`src/rtl/mmio_console_tx.sv`:
```
// Memory-mapped console transmitter: CPU stores to TXDATA fill a FIFO that drains as a byte stream.
// Optional CONSOLE_SIM_PRINT_EN adds a simulation-only character echo on each pop.
module mmio_console_tx #(
  parameter logic [31:0] BASE_ADDR     = 32'h1000_0000,
  parameter int          DEPTH         = 16,
  parameter bit          STALL_ON_FULL = 1'b1
) (
  input  logic        clk,
  input  logic        reset,
  input  logic        mem_valid,
  input  logic [31:0] mem_addr,
  input  logic [31:0] mem_wdata,
  input  logic [3:0]  mem_wstrb,
  output logic        mmio_sel,
  output logic        mem_ready,
  output logic [31:0] mem_rdata,
  output logic        out_valid,
  output logic [7:0]  out_data,
  input  logic        out_ready
);

  localparam int AW = $clog2(DEPTH);
  localparam int LW = $clog2(DEPTH) + 1;
  localparam logic [LW-1:0] FULL_LEVEL = LW'(DEPTH);

  localparam logic [0:0] ST_IDLE = 1'b0;
  localparam logic [0:0] ST_ACK  = 1'b1;

  logic [0:0]    state_reg, state_next;
  logic [7:0]    fifo_mem [DEPTH];
  logic [AW-1:0] wr_ptr_reg, rd_ptr_reg;
  logic [LW-1:0] level_reg, level_next;
  logic [7:0]    ovf_cnt_reg;
  logic          mem_ready_reg;
  logic [31:0]   mem_rdata_reg, rdata_next;

  logic [1:0]  reg_idx;
  logic        is_write, fifo_full, fifo_empty, tx_write, stall, accept;
  logic        push, pop, drop, flush, clr_ovf;
  logic [31:0] status_word;
  logic        unused_bits;

  assign mmio_sel   = mem_valid && (mem_addr[31:4] == BASE_ADDR[31:4]);
  assign reg_idx    = mem_addr[3:2];
  assign is_write   = |mem_wstrb;
  assign fifo_full  = (level_reg == FULL_LEVEL);
  assign fifo_empty = (level_reg == '0);

  // Full is judged on the current level only, so a same-cycle pop never frees a stalled write early.
  assign tx_write = mmio_sel && is_write && (reg_idx == 2'd0);
  assign stall    = tx_write && fifo_full && STALL_ON_FULL;
  assign accept   = (state_reg == ST_IDLE) && mmio_sel && !mem_ready_reg && !stall;

  assign push    = accept && tx_write && mem_wstrb[0] && !fifo_full;
  assign drop    = accept && tx_write && mem_wstrb[0] && fifo_full;
  assign flush   = accept && is_write && (reg_idx == 2'd2) && mem_wdata[0];
  assign clr_ovf = accept && is_write && (reg_idx == 2'd2) && mem_wdata[1];
  assign pop     = out_valid && out_ready;

  assign status_word = {ovf_cnt_reg, 6'b0, fifo_full, fifo_empty, 16'(level_reg)};
  assign unused_bits = ^{mem_addr[1:0], mem_wdata[31:8]};

  always_comb begin
    state_next = state_reg;
    rdata_next = 32'h0;
    if (state_reg == ST_ACK) begin
      state_next = ST_IDLE;
    end else if (accept) begin
      state_next = ST_ACK;
      if (!is_write && (reg_idx == 2'd1)) rdata_next = status_word;
    end
  end

  always_comb begin
    level_next = level_reg;
    if (push && !pop)      level_next = level_reg + LW'(1);
    else if (pop && !push) level_next = level_reg - LW'(1);
  end

  always_ff @(posedge clk) begin
    if (reset) begin
      state_reg     <= ST_IDLE;
      mem_ready_reg <= 1'b0;
      mem_rdata_reg <= 32'h0;
      wr_ptr_reg    <= '0;
      rd_ptr_reg    <= '0;
      level_reg     <= '0;
      ovf_cnt_reg   <= 8'h0;
    end else begin
      state_reg     <= state_next;
      mem_ready_reg <= (state_next == ST_ACK);
      mem_rdata_reg <= rdata_next;
      // A flush discards everything, including a byte popped on the same edge.
      if (flush) begin
        wr_ptr_reg <= '0;
        rd_ptr_reg <= '0;
        level_reg  <= '0;
      end else begin
        if (push) wr_ptr_reg <= wr_ptr_reg + AW'(1);
        if (pop)  rd_ptr_reg <= rd_ptr_reg + AW'(1);
        level_reg <= level_next;
      end
      if (clr_ovf)                         ovf_cnt_reg <= 8'h0;
      else if (drop && ovf_cnt_reg != 8'hFF) ovf_cnt_reg <= ovf_cnt_reg + 8'h1;
    end
  end

  always_ff @(posedge clk) begin
    if (push) fifo_mem[wr_ptr_reg] <= mem_wdata[7:0];
  end

  assign mem_ready = mem_ready_reg;
  assign mem_rdata = mem_rdata_reg;
  assign out_valid = !fifo_empty;
  // Gate the head so an empty FIFO presents zero rather than stale or uninitialised storage.
  assign out_data  = fifo_empty ? 8'h00 : fifo_mem[rd_ptr_reg];

`ifdef CONSOLE_SIM_PRINT_EN
  always @(posedge clk) begin
    if (!reset && pop) $write("%c", out_data);
  end
`else
`endif

endmodule

```
`config.mk`:
```
export PLATFORM = sky130hd
export DESIGN_NAME = mmio_console_tx
export DESIGN_NICKNAME = d
export VERILOG_FILES = /design/src/rtl/mmio_console_tx.sv
export SDC_FILE = /design/constraint.sdc
export NUM_CORES = 1
export LEC_CHECK = 0
export ABC_AREA = 1
export BUFFER_PORTS_ARGS = -buffer_cell sky130_fd_sc_hd__buf_2
export CORE_AREA = 2 2 121 123
export DETAILED_ROUTE_END_ITERATION = 8
export DIE_AREA = 0 0 123 125
export GPL_ROUTABILITY_DRIVEN = 0
export PLACE_DENSITY = 0.75
export SLEW_MARGIN = 20
export SYNTH_ARGS = -nofsm -noshare
export SYNTH_HDL_FRONTEND = slang
export SYNTH_SLANG_ARGS = --single-unit
export TNS_END_PERCENT = 20
```
`constraint.sdc`:
```
create_clock -name clk -period 2.5 [get_ports clk]
set_input_delay 0.125 -clock clk [delete_from_list [all_inputs] [get_ports clk]]
set_output_delay 0.125 -clock clk [all_outputs]
set_load 0.1 [all_outputs]
```
# ---- Yosys cells after proc, flatten, opt, wreduce, memory -nomap -nowiden
# Memory sizes are Yosys's and may differ from the RTL's. A register that Yosys moved wholly into a read port is not among the register bits.
# Index checks and enable logic that the tools add are counted.
dict set report word_totals {
  register_bits 54
  ram_bits 128
  input_bits 72
  wordCells 65
  mem_count 1
}
dict set report op_classes {
  add_sub_neg 5
  eq_ne 5
  muxes 8
  n_bitwise 3
  reduce_logical 36
}
# name depth word_bits rd rd_ports_with_merged_regs write_ports line_no
set memory_table {}
lappend memory_table {fifo_mem 16 8 1 1 1 30} ;# logic [7:0] fifo_mem [DEPTH];
# op n
set ops {}
lappend ops {{== test 28 x 25 -> 1 bit, second input constant} 1}
lappend ops {{logical AND 1 bit} 20}
lappend ops {{two-way mux 5 bit} 2}
lappend ops {{adder 4 x 1 -> 4 bit, second input constant} 2}
lappend ops {{adder 8 x 1 -> 8 bit, second input constant} 1}
lappend ops {{two-way mux 4 bit} 2}
lappend ops {{two-way mux 8 bit} 1}
lappend ops {{inequality test 8 bit, second input constant} 1}
lappend ops {{OR reduction 4 bit} 2}
lappend ops {{logical NOT 1 bit} 7}
lappend ops {{OR reduction 2 bit} 3}
lappend ops {{adder 5 x 1 -> 5 bit, second input constant} 1}
lappend ops {{== test 5 bit, second input constant} 1}
lappend ops {{logical NOT 5 bit} 1}
lappend ops {{subtractor 5 x 1 -> 5 bit, second input constant} 1}
lappend ops {{two-way mux 1 bit} 3}
lappend ops {{NOT 1 bit} 3}
lappend ops {{OR reduction 3 bit} 1}
lappend ops {{== test 2 x 1 -> 1 bit, second input constant} 1}
lappend ops {{== test 2 bit, second input constant} 1}
lappend ops {{logical NOT 2 bit} 1}
lappend ops {{nonzero test 2 bit} 1}

# ---- Depth between registers and ports, before layout
# Gate-level depths: netlist of run 1.
dict set report logic_depth {
  depth_word 14
  mapped_depth 18
  depth_no_buf 18
}

# ---- Least setup slack after synthesis of run 1
# OpenSTA, ideal clock, no wires.
dict set report synth_timing {
  kind {reg-to-reg}
  startpoint {register level_reg[0]}
  endpoint {register level_reg[4]}
  setup_time_ns 0.116
  arrival_time_ns 2.777
  slack_ns -0.392
  path_stages_with_launch 15
  n_path_buf 0
  synth_period_minus_slack_ns 2.892
  cell_sequence {dfxtp_1 -> nor2_1 -> nand2_1 -> nor2_2 -> inv_1 -> nand2_1 -> ha_1 -> inv_1 -> ha_1 -> a21oi_1 -> nor2_1 -> o21ai_0 -> nand3_1 -> xor2_1 -> nor2_1}
}
# item line_no
set synth_lines {}
lappend synth_lines {{start: declaration} 32} ;# logic [LW-1:0] level_reg, level_next;
lappend synth_lines {{start signal: assignment} 101} ;# level_reg <= level_next;
lappend synth_lines {{logical NOT 5 bit (*)} 47} ;# assign fifo_empty = (level_reg == '0);
lappend synth_lines {{logical NOT 1 bit (*)} 114} ;# assign out_valid = !fifo_empty;
lappend synth_lines {{net out_valid} 17} ;# output logic out_valid,
lappend synth_lines {{logical AND 1 bit (*)} 58} ;# assign pop = out_valid && out_ready;
lappend synth_lines {{logical NOT 1 bit} 76} ;# if (push && !pop) level_next = level_reg + LW'(1);
lappend synth_lines {{logical AND 1 bit} 76}
lappend synth_lines {{two-way mux 5 bit / nonzero test 2 bit (equally long branches)} --}
# The timed path passes the listed nets; every way through them passes the cells marked *. The select of a mux whose other input is x is not followed.
# A chain may end at the register's enable or synchronous reset.

==> results of run 1 <==
==> layout by cell type, fill, tap and decap left out, types with 4 or more instances in the layout <==
| cell type | instances |
|---|---|
| sky130_fd_sc_hd__a21oi_1 | 8 |
| sky130_fd_sc_hd__a21oi_2 | 8 |
| sky130_fd_sc_hd__buf_12 | 9 |
| sky130_fd_sc_hd__buf_2 | 63 |
| sky130_fd_sc_hd__buf_4 | 27 |
| sky130_fd_sc_hd__clkbuf_16 | 17 |
| sky130_fd_sc_hd__clkinvlp_4 | 6 |
| sky130_fd_sc_hd__conb_1 | 17 |
| sky130_fd_sc_hd__dfxtp_1 | 36 |
| sky130_fd_sc_hd__dfxtp_4 | 4 |
| sky130_fd_sc_hd__edfxtp_1 | 128 |
| sky130_fd_sc_hd__ha_1 | 7 |
| sky130_fd_sc_hd__inv_1 | 36 |
| sky130_fd_sc_hd__nand2_1 | 36 |
| sky130_fd_sc_hd__nand3_1 | 19 |
| sky130_fd_sc_hd__nor2_1 | 148 |
| sky130_fd_sc_hd__o21ai_0 | 69 |
| sky130_fd_sc_hd__o21ai_1 | 4 |
| sky130_fd_sc_hd__o221ai_1 | 22 |
| sky130_fd_sc_hd__o22ai_1 | 10 |
==> synthesized netlist by cell type (all sizes together) <==
cell type and n:
ha 9, xor2 3, xnor2 2, o221ai 22, nand2 39, dfxtp 41
edfxtp 128, a21oi 16, conb 1, o22ai 10, inv 42, nand4 4
nand3 19, buf 22, nor2 154, fa 1, nor3 1, clkbuf 20
o21ai 75, or2 2
==> per-layer routing <==
metal,part of all wire [%],vias to the layer above,GRT usage (%)
li1,-,2291,-
met1,40,2301,25.6
met2,51,228,33.8
met3,6.7,33,4.88
met4,2.3,0,9.43
met5,0,-,0
==> power breakdown <==
part	total, mW	internal (mW)	leakage, nW	switching, mW
combinational	3.17	1.04	1.33	2.13
clock	2.37	1.30	0.253	1.07
sequential	3.20	3.09	1.48	0.107
total	8.74	5.43	3.06	3.31
==> final cells by class <==
class	count	area (sq um)	area share, %
Sequential cell	169	4680	56.4
Timing Repair Buffer	103	742	8.94
Inverter	42	169	2.04
Multi-Input combinational cell	374	1930	23.3
Tap cell	184	230	2.77
Clock inverter	13	98.8	1.19
Clock buffer	19	443	5.34
==> cell families (layout without fill, tap and decap cells) <==
family | count (synthesis) | after routing | share of synthesized area (%)
AND/OR/NAND/NOR | 219 | 219 | 13.0
AO/OA/AOI/OAI | 123 | 123 | 10.5
XOR/XNOR | 5 | 5 | 0.640
flip-flops | 169 | 169 | 68.1
other | 1 | 17 | 0.0548
adder cells (fa/ha/maj) | 10 | 10 | 1.94
buffers and inverters | 84 | 177 | 5.79
==> through the flow <==
step | TNS, ps | instances
3_3_place_gp | 0 | 868
5_1_grt | -50.6 | 904
2_1_floorplan | -2330 | 627
4_1_cts | 0 | 901
3_5_place_dp | 0 | 868
6_report | 0 | 904
==> worst paths after layout <==
kind | slack, ps | endpoint | cells after the start
setup / recovery | 80 | out_data[7] | 8
hold reg to reg | 440 | mem_rdata[27] | 2
hold / removal | 30 | flip-flop | 3
setup reg to reg | 160 | level_reg[4] | 15
==> repair_timing <==
item / 4_1_cts / 5_1_grt
endpoints found under the setup margin: 5 / 9
pin swaps: 0 / 4
buffers inserted: 0 / 3
hold buffers: 1 / 0
hold endpoints to repair: 2 / 0
gates resized for setup: 7 / 14
==> worst max-delay path: stages (launching register included) <==
cell,delay [ps]
sky130_fd_sc_hd__dfxtp_4,420
sky130_fd_sc_hd__inv_6,130
sky130_fd_sc_hd__buf_12,220
sky130_fd_sc_hd__buf_4,180
sky130_fd_sc_hd__nor2_1,50
sky130_fd_sc_hd__o22ai_1,190
sky130_fd_sc_hd__o21ai_1,140
sky130_fd_sc_hd__a21oi_1,300
sky130_fd_sc_hd__buf_12,220
==> impl_metrics.json, run 1 <==
{
  "final_layout_size_suffix_gt1_share_pct": 23.5,
  "synth_largest_area_cell": "sky130_fd_sc_hd__edfxtp_1",
  "max-clock-path-buffers": 2,
  "design_area_sq_um": 8300,
  "final_core_utilization_pct": 58.4,
  "netlist_top_cells_area": "sky130_fd_sc_hd__edfxtp_1 (56%), sky130_fd_sc_hd__dfxtp_1 (12%), sky130_fd_sc_hd__nor2_1 (8.3%)",
  "filler_cell_count": 1136,
  "worst_ep_arrival_time_ps": 2290,
  "max_slew_margin_pct": 56.1,
  "cts-buffers-inserted": 17,
  "ant_nets": 0,
  "hold_viol": 0,
  "hpwl_um": 9720,
  "post_synth_instance_area_sq_um": 6850,
  "numPortBuffers": 71,
  "area_growth_pct": 21.2,
  "holdWs_ps": 25.0,
  "die-area_sq_um": 15400,
  "tritoncts": "done",
  "synth.yosys.warnings": 0,
  "netlist_instances": 611,
  "max_clock_freq_mhz": 414,
  "rsz0062_at_grt": "yes",
  "maxCapViolations": 0,
  "power-per-cell-area_nw_per_um2": 1050,
  "syn_avg_cell_area_sq_um": 11.2,
  "startpoint_type": "flip-flop",
  "worst_hold_startpoint": "out_ready",
  "place_worst_setup_slack_ps": 66.9,
  "largest_register_ffs": 128,
  "setup_viol_count_final": 0,
  "hold_path_class": "in2reg",
  "power_mw": 8.74,
  "rows": 44,
  "grt_start_max_net_pins": 45,
  "drc_errors": 0,
  "chipWidth_um": 123,
  "crit_path_end_kind": "primary output",
  "start_util_pct": 48.2,
  "final_ws_setup_ps": 83.0,
  "placed_cell_areas_sq_um": 7660,
  "num-nets-final": 789,
  "regToRegStartpoint": "level_reg[2]",
  "wire_length_of_the_first_global_routing_pass_um": 23800,
  "ys_types": 28,
  "min_period_ps": 2420,
  "synth_seq_area_share_pct": 68.1,
  "outcome": "complete, no violations",
  "clock_insertion_delay_worst_skew_ps": 430,
  "floorplan.io_pins": 115,
  "total_routing_usage_reported_by_global_routing_pct": 20.5,
  "drt_pass1_iterations": 5,
  "cp_data_required_time_ps": 2380,
  "drt_wl_total_um": 14900,
  "clkTransAtPathRegs_ps": 60,
  "wl_per_cell_um": 16.5,
  "die_h_um": 125,
  "numClockSinks": 169,
  "max_h_tree_level": 4,
  "skew_ps": 6.16,
  "count_of_inserted_antenna_diode_cells": 0,
  "yosysTopAreaCellShare_pct": 56.1,
  "worstSetupPathType": "reg2out",
  "final_min_period_over_clock_period_pct": 96.7,
  "design.core.area_sq_um": 14200,
  "timing_worst_slew_pin_value_ps": 658,
  "slew_violations": 0,
  "vias": 4853,
  "grt_pass1_vias": 4886,
  "grt_overflow_total": 0,
  "ys_ff_latch": 169,
  "cellLeakagePower_nw": 3.06,
  "detailedRoute.firstIterationViolations": 446,
  "root_buffer": "sky130_fd_sc_hd__clkbuf_16",
  "vdd.ir_drop.worst_mv": 0.936,
  "crit_fanout": 44,
  "grt_antenna_before_repair": 0,
  "route.detailed.vias_per_inst": 5.37
}
Note: power is estimated with default switching activity, not from simulation.
==> inputs of run 2 (changes only) <==
--- a/config.mk
+++ b/config.mk
@@ -7,9 +7,9 @@
 export LEC_CHECK = 0
 export ABC_AREA = 1
 export BUFFER_PORTS_ARGS = -buffer_cell sky130_fd_sc_hd__buf_2
-export CORE_AREA = 2 2 121 123
+export CORE_AREA = 5 5 124 126
 export DETAILED_ROUTE_END_ITERATION = 8
-export DIE_AREA = 0 0 123 125
+export DIE_AREA = 0 0 129 131
 export GPL_ROUTABILITY_DRIVEN = 0
 export PLACE_DENSITY = 0.75
 export SLEW_MARGIN = 20
==> impl_metrics.json, run 2 (synthesized netlist as in run 1, its figures left out) <==
{
  "floorplan.io_pins": 115,
  "numClockSinks": 169,
  "wire_length_of_the_first_global_routing_pass_um": 24100,
  "clkTransAtPathRegs_ps": 70,
  "cp_data_required_time_ps": 2380,
  "final_ws_setup_ps": 70.0,
  "worstSetupPathType": "reg2out",
  "cellLeakagePower_nw": 3.10,
  "final_common_cell": "sky130_fd_sc_hd__nor2_1",
  "path_buf_inv": 4,
  "die-area_sq_um": 16900,
  "total_negative_slack_for_setup_checks_ps": 0,
  "cts-buffers-inserted": 17,
  "power-per-cell-area_nw_per_um2": 1070,
  "max_slew_margin_pct": 55.2,
  "place_worst_setup_slack_ps": 100,
  "min_period_ps": 2430,
  "regToRegStartpoint": "level_reg[2]",
  "detailedRoute.firstIterationViolations": 455,
  "largest_register_ffs": 128,
  "vias": 4792,
  "drt_wl_total_um": 15300,
  "startpoint_type": "flip-flop",
  "drt_pass1_iterations": 4,
  "count_of_inserted_antenna_diode_cells": 0,
  "wl_per_cell_um": 16.9,
  "area_growth_pct": 22.0,
  "final_layout_size_suffix_gt1_share_pct": 23.3,
  "crit_top_cell": "sky130_fd_sc_hd__buf_12",
  "rsz0062_at_grt": "yes",
  "filler_cell_count": 1101,
  "crit_fanout": 65,
  "rows": 44,
  "total_routing_usage_reported_by_global_routing_pct": 18.7,
  "max_clock_freq_mhz": 412,
  "grt_start_max_net_pins": 66,
  "design.core.area_sq_um": 14200,
  "grt_antenna_before_repair": 0,
  "grt_overflow_total": 0,
  "grt_pass1_vias": 4918,
  "max-clock-path-buffers": 2,
  "tritoncts": "done",
  "numPortBuffers": 71,
  "start_util_pct": 48.2,
  "clock_insertion_delay_worst_skew_ps": 430,
  "crit_path_end_kind": "primary output",
  "timing_worst_slew_pin_value_ps": 671,
  "route.detailed.vias_per_inst": 5.31,
  "crit_chain": "buf_12 > inv_4 > buf_12 > o21ai_0 > o22ai_1 > nor2_1 > nor2_1 > o21ai_1 > a21oi_2 > buf_12",
  "chipWidth_um": 129,
  "setup.reg_to_reg.worst_slack_ps": 100,
  "max_h_tree_level": 4,
  "ant_nets": 0,
  "outcome": "complete, no violations",
  "maxCapViolations": 0,
  "num-nets-final": 787,
  "end_point_of_the_critical_path": "out_data[5]",
  "power_mw": 8.96,
  "ff2ff_path_depth": 15,
  "die_h_um": 131,
  "worst_path_dominant_cell_family": "buffers and inverters",
  "cp_slowest_stage_delay_ps": 330,
  "hpwl_um": 9840,
  "slew_violations": 0,
  "drc_errors": 0,
  "worst_r2r_endpoint": "level_reg[4]",
  "final_min_period_over_clock_period_pct": 97.2,
  "cpMaxStageDelayCell": "sky130_fd_sc_hd__dfxtp_1",
  "vdd.ir_drop.worst_mv": 0.968,
  "hold_viol": 0,
  "worst_ep_arrival_time_ps": 2310,
  "setup_viol_count_final": 0,
  "mostFrequentLayoutCells": "sky130_fd_sc_hd__nor2_1 (149), sky130_fd_sc_hd__edfxtp_1 (128), sky130_fd_sc_hd__o21ai_0 (67)",
  "min_delay_path_depth": 3,
  "timing.critical_path.depth": 10,
  "root_buffer": "sky130_fd_sc_hd__clkbuf_16",
  "hold_path_class": "in2reg",
  "skew_ps": 11.1
}
run 2: layout make-up:
cell class | count | area (sq um) | area share (%)
Sequential cell | 169 | 4670 | 55.9
Multi-Input combinational cell | 374 | 1930 | 23.1
Timing Repair Buffer | 101 | 778 | 9.32
Clock buffer | 17 | 425 | 5.09
Tap cell | 184 | 230 | 2.76
Inverter | 42 | 166 | 1.99
Clock inverter | 15 | 148 | 1.77
run 2: power breakdown:
part / switching [mW] / leakage, nW / internal (mW)
sequential: 0.0744 / 1.48 / 3.08
clock: 1.19 / 0.284 / 1.33
combinational: 2.19 / 1.33 / 1.09
total: 3.45 / 3.10 / 5.50
run 2: metal layers:
| metal | up-vias | wire [um] | global-route usage (%) | part of all wire, % |
|---|---|---|---|---|
| li1 | 2286 | - | - | - |
| met1 | 2271 | 6040 | 22.1 | 40 |
| met5 | - | 0 | 0 | 0 |
| met2 | 200 | 7680 | 31.9 | 50 |
| met4 | 0 | 414 | 8.09 | 2.7 |
| met3 | 35 | 1110 | 5.45 | 7.3 |
run 2: worst min-delay path by stage:
stage	startpoint	end
after floorplan	mem_wdata[0]	fifo_mem[0][0]
after global placement	reset	wr_ptr_reg[2]
after detailed placement	reset	wr_ptr_reg[2]
after CTS	out_ready	rd_ptr_reg[1]
after global routing	out_ready	rd_ptr_reg[1]
final	out_ready	rd_ptr_reg[1]
run 2: stage by stage:
stage	area (sq um)	hold slack [ps]	util, %	std cells
after floorplan	6970	224	-	627
after global placement	7660	403	54.0	865
after detailed placement	7660	407	54.0	865
after CTS	8270	31.9	58.2	898
after global routing	8350	48.5	58.8	902
final	8350	47.9	58.8	902
run 2: timing repair:
item                       4_1_cts  5_1_grt
hold endpoints to repair         2        0
gates cloned                     0        1
pin swaps                        0        3
resized for setup                5       15
setup buffers                    0        3
setup endpoints to repair        5        9
hold buffers                     1        0
run 2: worst min-delay path: cells and delay by family:
family / cells / cell delay (ps)
buf+inv: 1 / 130
compound gates: 1 / 80
simple gates: 1 / 80
